<file path="src/rtl/hazard_scoreboard.sv">
// Hazard/forwarding scoreboard: tracks in-flight destinations from execute to writeback,
// stalls decode on unready operands, and emits registered bypass selects. Option macro: WB_BYPASS_EN.
module hazard_scoreboard #(
    parameter int ADDRW      = 5,
    parameter int DEPTH      = 3,
    parameter int READY_ALU  = 1,
    parameter int READY_LOAD = 2,
    parameter int SELW       = $clog2(DEPTH + 1),
    parameter int CNTW       = 16
) (
    input  logic             clock,
    input  logic             reset,
    input  logic             dec_valid,
    input  logic [ADDRW-1:0] dec_rs1,
    input  logic [ADDRW-1:0] dec_rs2,
    input  logic             dec_uses_rs1,
    input  logic             dec_uses_rs2,
    input  logic [ADDRW-1:0] dec_rd,
    input  logic             dec_writes_rd,
    input  logic             dec_is_load,
    input  logic             flush,
    output logic             stall,
    output logic [SELW-1:0]  fwd_sel_rs1,
    output logic [SELW-1:0]  fwd_sel_rs2,
    output logic [CNTW-1:0]  stall_cycles
);

    logic             r_valid   [DEPTH];
    logic [ADDRW-1:0] r_rd      [DEPTH];
    logic             r_is_load [DEPTH];
    logic [SELW-1:0]  r_sel_rs1;
    logic [SELW-1:0]  r_sel_rs2;
    logic [CNTW-1:0]  r_cnt;

    logic [ADDRW-1:0] w_src  [2];
    logic             w_uses [2];
    logic             w_haz  [2];
    logic [SELW-1:0]  w_sel  [2];
    logic             w_stall;
    logic             w_issue;

    assign w_src[0]  = dec_rs1;
    assign w_src[1]  = dec_rs2;
    assign w_uses[0] = dec_uses_rs1;
    assign w_uses[1] = dec_uses_rs2;

    genvar gi;
    generate
        for (gi = 0; gi < 2; gi++) begin : g_operand
            logic            w_haz_l;
            logic [SELW-1:0] w_sel_l;

            // Scan oldest to youngest so the youngest matching producer is the last one applied.
            always_comb begin
                w_haz_l = 1'b0;
                w_sel_l = '0;
                for (int k = DEPTH - 1; k >= 0; k--) begin
                    if (w_uses[gi] && r_valid[k] && (r_rd[k] == w_src[gi])) begin
                        if (k == DEPTH - 1) begin
`ifdef WB_BYPASS_EN
                            w_haz_l = 1'b0;
`else
                            w_haz_l = 1'b1;
`endif
                            w_sel_l = '0;
                        end else if (k + 1 >= (r_is_load[k] ? READY_LOAD : READY_ALU)) begin
                            w_haz_l = 1'b0;
                            w_sel_l = SELW'(k + 1);
                        end else begin
                            w_haz_l = 1'b1;
                            w_sel_l = '0;
                        end
                    end
                end
            end

            assign w_haz[gi] = w_haz_l;
            assign w_sel[gi] = w_sel_l;
        end
    endgenerate

    assign w_stall = !reset && dec_valid && !flush && (w_haz[0] || w_haz[1]);
    assign w_issue = dec_valid && !w_stall && !flush;

    always_ff @(posedge clock) begin
        if (reset) begin
            for (int k = 0; k < DEPTH; k++) begin
                r_valid[k]   <= 1'b0;
                r_rd[k]      <= '0;
                r_is_load[k] <= 1'b0;
            end
            r_sel_rs1 <= '0;
            r_sel_rs2 <= '0;
            r_cnt     <= '0;
        end else begin
            for (int k = DEPTH - 1; k > 0; k--) begin
                r_valid[k]   <= r_valid[k-1];
                r_rd[k]      <= r_rd[k-1];
                r_is_load[k] <= r_is_load[k-1];
            end
            // x0 writers and non-writers enter execute as bubbles.
            r_valid[0]   <= w_issue && dec_writes_rd && (dec_rd != '0);
            r_rd[0]      <= dec_rd;
            r_is_load[0] <= w_issue && dec_is_load;
            r_sel_rs1    <= w_issue ? w_sel[0] : '0;
            r_sel_rs2    <= w_issue ? w_sel[1] : '0;
            if (w_stall && (r_cnt != '1)) begin
                r_cnt <= r_cnt + 1'b1;
            end
        end
    end

    assign stall        = w_stall;
    assign fwd_sel_rs1  = r_sel_rs1;
    assign fwd_sel_rs2  = r_sel_rs2;
    assign stall_cycles = r_cnt;

endmodule
</file>
<file path="config.mk">
export PLATFORM = sky130hd
export DESIGN_NAME = hazard_scoreboard
export DESIGN_NICKNAME = d
export VERILOG_FILES = /design/src/rtl/hazard_scoreboard.sv
export SDC_FILE = /design/constraint.sdc
export NUM_CORES = 1
export LEC_CHECK = 0
export ABC_AREA = 0
export CAP_MARGIN = 20
export CORE_MARGIN = 3
export CORE_UTILIZATION = 30
export DETAILED_ROUTE_END_ITERATION = 12
export PLACE_DENSITY = 0.64
export SLEW_MARGIN = 40
export SYNTH_ARGS = -nofsm -noshare
export SYNTH_HDL_FRONTEND = slang
export SYNTH_SLANG_ARGS = --single-unit
</file>
<file path="constraint.sdc">
create_clock -name clock -period 2.45 [get_ports clock]
set_input_delay 0.49 -clock clock [delete_from_list [all_inputs] [get_ports clock]]
set_output_delay 0.49 -clock clock [all_outputs]
set_load 0.03 [all_outputs]
</file>
Word level (Yosys, flattened, before mapping) --
Memories as Yosys holds them, arrays and structs flattened. Cells that the tools add are included.
Storage, ports and cells: register bits after elaboration 20, memory bits (writable) 21, word-level logic and storage cells 81, memories 3
Memory list:
- r_rd | words 3, bits a word 5, rd ports 3, clocked after memory_dff 0, write ports 3, line 29 | logic [ADDRW-1:0] r_rd [DEPTH];
- r_is_load | words 3, bits a word 1, rd ports 2, clocked after memory_dff 0, write ports 3, line 30 | logic r_is_load [DEPTH];
- r_valid | words 3, bits a word 1, rd ports 3, clocked after memory_dff 0, write ports 3, line 28 | logic r_valid [DEPTH];
Cells by class: equal/unequal tests 7, bitwise logic cells 10, reductions and logical operators 27, mux-type cells 28, order comparisons 2, $add $sub $neg 1
Operator list (count):
- $eq 5x5->1 | 6
- $logic_and 1x1->1 | 21
- $mux 1 | 18
- $add 16x1->16 const B | 1
- $ne 16x16->1 const B | 1
- $mux 5 | 3
- $mux 2 | 7
- $or 1x1->1 | 9
- $reduce_bool 5->1 | 1
- $logic_not 1->1 | 3
- $ge 1x2->1 const A | 1
- $ge 2x2->1 const A | 1
- $reduce_or 2->1 | 1
- $logic_or 1x1->1 | 1
- $not 1->1 | 1

Longest topological paths before layout --
An unclocked memory read counts as a cell.
depth in word-level cells 14, gate-level depth with buffers 8, gate-level depth less buffers 6

Worst setup path after synthesis --
Ideal clock, no wire load.
path type input-to-output, start point in dec_rs1[4], end point out stall, data arrival time 1.953 ns, stages on the path 7, path slack 0.007 ns, path buffers 2, data required time 1.960 ns, cells stage by stage xor2_1 > nor4_2 > a32o_2 > a221oi_2 > buf_6 > buf_12 > nor2_1
On the way: cells in the longest elaborated chain, start to end 7, elaborated cells on any way between the ends 11, classes of those cells eq/ne: 3; mux: 3; reduce/logical: 5
RTL lines:
- start: declaration | line 14 | input logic [ADDRW-1:0] dec_rs1,
- $eq 5x5->1 | line 58 | if (w_uses[gi] && r_valid[k] && (r_rd[k] == w_src[gi])) begin
- $logic_and 1x1->1 | line 58
- $mux 1 (2 in a row) | line 58
- $mux 1 (*) | line 58
- $logic_or 1x1->1 (*) | line 82 | assign w_stall = !reset && dec_valid && !flush && (w_haz[0] || w_haz[1]);
- $logic_and 1x1->1 (*) | line 82
- end: declaration | line 22 | output logic stall,
Mark *: on every way between the ends. The rest lies on a longest branch, timed or not.

Worst setup path after layout --
start point in dec_rs2[4], end point out stall
On the way: cells in the longest elaborated chain, start to end 7, elaborated cells on any way between the ends 11, classes of those cells eq/ne: 3; mux: 3; reduce/logical: 5
RTL lines:
- start: declaration | line 15 | input logic [ADDRW-1:0] dec_rs2,
- $eq 5x5->1 | line 58
- $logic_and 1x1->1 | line 58
- $mux 1 (2 in a row) | line 58
- $mux 1 (*) | line 58
- $logic_or 1x1->1 (*) | line 82
- $logic_and 1x1->1 (*) | line 82
Marks and branches as above.

==> impl_metrics.ini <==
[floorplan]
initial_core_util = 0.320
die_x_um = 86.6
io_pins = 44
die_area_sq_um = 7500
die_y_um = 86.6
fp-row-count = 28
core_area_sq_um = 6100

[worst_setup_path]
r2r_start = r_rd[0][2]$_SDFF_PP0_
cp.required_ns = 1.96
worstSetupStartpoint = dec_rs2[4]
slowest_stage = clkdlybuf4s15_2
crit_top_cell = buf_4
crit_chain = clkdlybuf4s15_2, xor2_1, nor4_2, buf_4, buf_4, a32o_2, a221oi_2, buf_4, nor2_4, buf_6
cpLargestDelayFamily = buffers and inverters
cp_max_fo = 3
arrival_ns = 1.99
max_stage_delay_ns = 0.22
path_buf_inv = 5
cp-start-kind = primary input
end_kind = output port
critical_path_class = in -> out

[drt]
drtPass1Iterations = 4
drt_first_iter_violations = 82
wl_um = 4770
vias = 1740
antenna_left = 0
wl_per_cell_um = 13.5
drc = 0
via_per_inst = 4.94

[yosys]
synthesis.area_sq_um = 1950
ys_seq_elements = 39
synth_area_leaders = dfxtp_1 40%, xor2_1 7.2%, nor2b_1 6.4%, xnor2_1 6.3%, a21oi_1 2.6%
synthArstFlopShare = 0
yosys.area.top_type_share = 0.401
yosysMostFrequentCell = dfxtp_1
syn_area_per_cell_sq_um = 9.65
yosys_warnings = 0
synth_flop_cell = dfxtp_1
synth_edf_count = 0
synthCells = 202
synth_top_area_cell = dfxtp_1
netlist_top_cells_count = 39 x dfxtp_1, 20 x nor2b_1, 16 x xor2_1, 14 x xnor2_1, 11 x nor2_1
seq_area_frac_synth = 0.401
syn_nets = 226
synth_cell_types = 46

[timing]
finalClockSkew_ns = 0.00754
drv_slew = 0
rsz0062_at_grt = yes
layout_worst_path_cycle_share = 1.01
slew_headroom = 0.677
min_period_ns = 2.48
finalHoldViolCount = 0
fmax_ghz = 0.403
worst_pin_slew_ns = 0.472
setup_ws_ns = -0.0338
setup_viol = 1

[clocking]
cts_root_buf = clkbuf_8
htree_num_levels = 2
clkTransAtPathRegs_ns = 0.08
clk_latency_ns = 0.30
hold_buffers = 0
cts_buffers = 5
cts_tree = built
cts.sinks = 39
cts_buffer_depth = 2

[hold_path]
hp-class = reg -> reg
min-delay-start = r_valid[0][1]$_SDFF_PP0_

[cells_and_area]
layout.nets = 300
stdcell_count = 352
layout-drive-gt1-share = 0.292
antenna_cells = 0
fillers = 622
syn2layout_area_growth_pct = 45.0

[grt]
overflow = 0
grt_pass1_wl_um = 7800
track_usage = 0.132
antenna_found_initial = 0
first_global_vias = 1579
grt_max_degree = 37

[place]
hpwl_um = 3630
io_buffers = 43
place.gp.congestion = 0.790
numPlacedInstances = 341

[power]
power_leakage_nw = 1.03
fin_total_pwr_mw = 1.25
p_per_area_nw_per_um2 = 443
worst_ir_drop_vdd_mv = 0.246

[run_status]
violations = setup timing
status = complete, but fails checks

[run]
max_cap_violations = 0
where the power goes:
part	switching, mW	total (mW)	internal, mW
Combinational	0.0641	0.143	0.0790
Sequential	0.0127	0.657	0.644
Clock	0.249	0.452	0.204
Total	0.326	1.25	0.927
routing by layer:
metal	vias to the layer above	routed length [um]	global-route usage
met5	-	0	0
met4	0	95	0.0439
met3	8	202	0.0276
met2	50	2030	0.198
met1	796	2440	0.188
li1	886	-	-
registers in the layout (all words and copies together) (netlist names):
name / flops
stall_cycles: 16
r_valid: 3
r_rd: 15
r_is_load: 1
fwd_sel_rs1: 2
fwd_sel_rs2: 2
kinds of logic (layout without fill, tap and decap cells):
logic type / after synthesis / after routing / synth area share
XOR/XNOR: 30 / 30 / 0.135
buffers and inverters: 9 / 84 / 0.0321
AND/OR/NAND/NOR: 86 / 86 / 0.273
AO/OA/AOI/OAI: 33 / 33 / 0.131
flip-flops: 39 / 39 / 0.401
multiplexers: 4 / 4 / 0.0225
adder cells (fa/ha/maj): 1 / 1 / 0.00642
placed cells by master, fill, tap and decap left out, types with 2 or more instances in the layout:
cell and count:
nor3_1 2, o21ai_0 3, xor2_1 14, clkdlybuf4s15_1 3, a21oi_2 2, and3_1 5
nor4_2 3, o31ai_1 6, or4_1 5, clkinv_4 2, buf_4 31, clkbuf_8 5
dfxtp_1 34, xnor2_1 13, dfxtp_2 3, or3_2 2, clkdlybuf4s15_2 2, nor4_1 2
nand4b_1 2, clkdlybuf4s50_1 31, xor2_2 2, a21oi_1 8, nand4_1 6, dfxtp_4 2
or4_4 2, nand2_1 8, nor2b_1 20, and4_1 2, o41ai_1 2, nand3_1 9
nor2_1 10, mux2_2 3, a221oi_2 2, buf_2 5
worst paths after layout:
| path | endpoint | slack [ns] | cells past startpoint |
|---|---|---|---|
| setup / recovery | stall | -0.03 | 10 |
| hold / removal | r_valid[0][2]$_SDFF_PP0_ | 0.50 | 1 |
| setup reg to reg | stall_cycles[4]$_SDFFE_PP0P_ | 0.12 | 10 |
| hold reg to reg | r_valid[0][2]$_SDFF_PP0_ | 0.50 | 1 |
stage by stage:
stage / util / setup slack, ns / TNS (ns) / instance area [sq um] / hold WS (ns)
floorplan: - / 0.00718 / 0 / 1950 / 0.431
global placement: 0.433 / -0.456 / -6.92 / 2640 / 0.470
detailed placement: 0.433 / -0.465 / -7.50 / 2640 / 0.477
CTS: 0.453 / -0.00857 / -0.00857 / 2760 / 0.500
global route: 0.464 / -0.166 / -0.166 / 2830 / 0.521
finish: 0.464 / -0.0338 / -0.0338 / 2830 / 0.498
cell type report:
class | count | area, sq um | area share
clock buffers | 5 | 68.8 | 0.0243
well taps | 75 | 93.8 | 0.0332
inverters | 1 | 3.75 | 0.00133
flip-flops and latches | 39 | 792 | 0.280
multi-input cells | 154 | 1180 | 0.418
clock inverters | 3 | 25.0 | 0.00885
repair buffers | 75 | 661 | 0.234
timing repair:
item / CTS / global route
hold endpoints to repair: 0 / 0
resized for setup: 42 / 13
setup buffers: 2 / 2
pin swaps: 15 / 9
endpoints found under the setup margin: 15 / 13
Note: power is estimated with default switching activity, not from simulation.
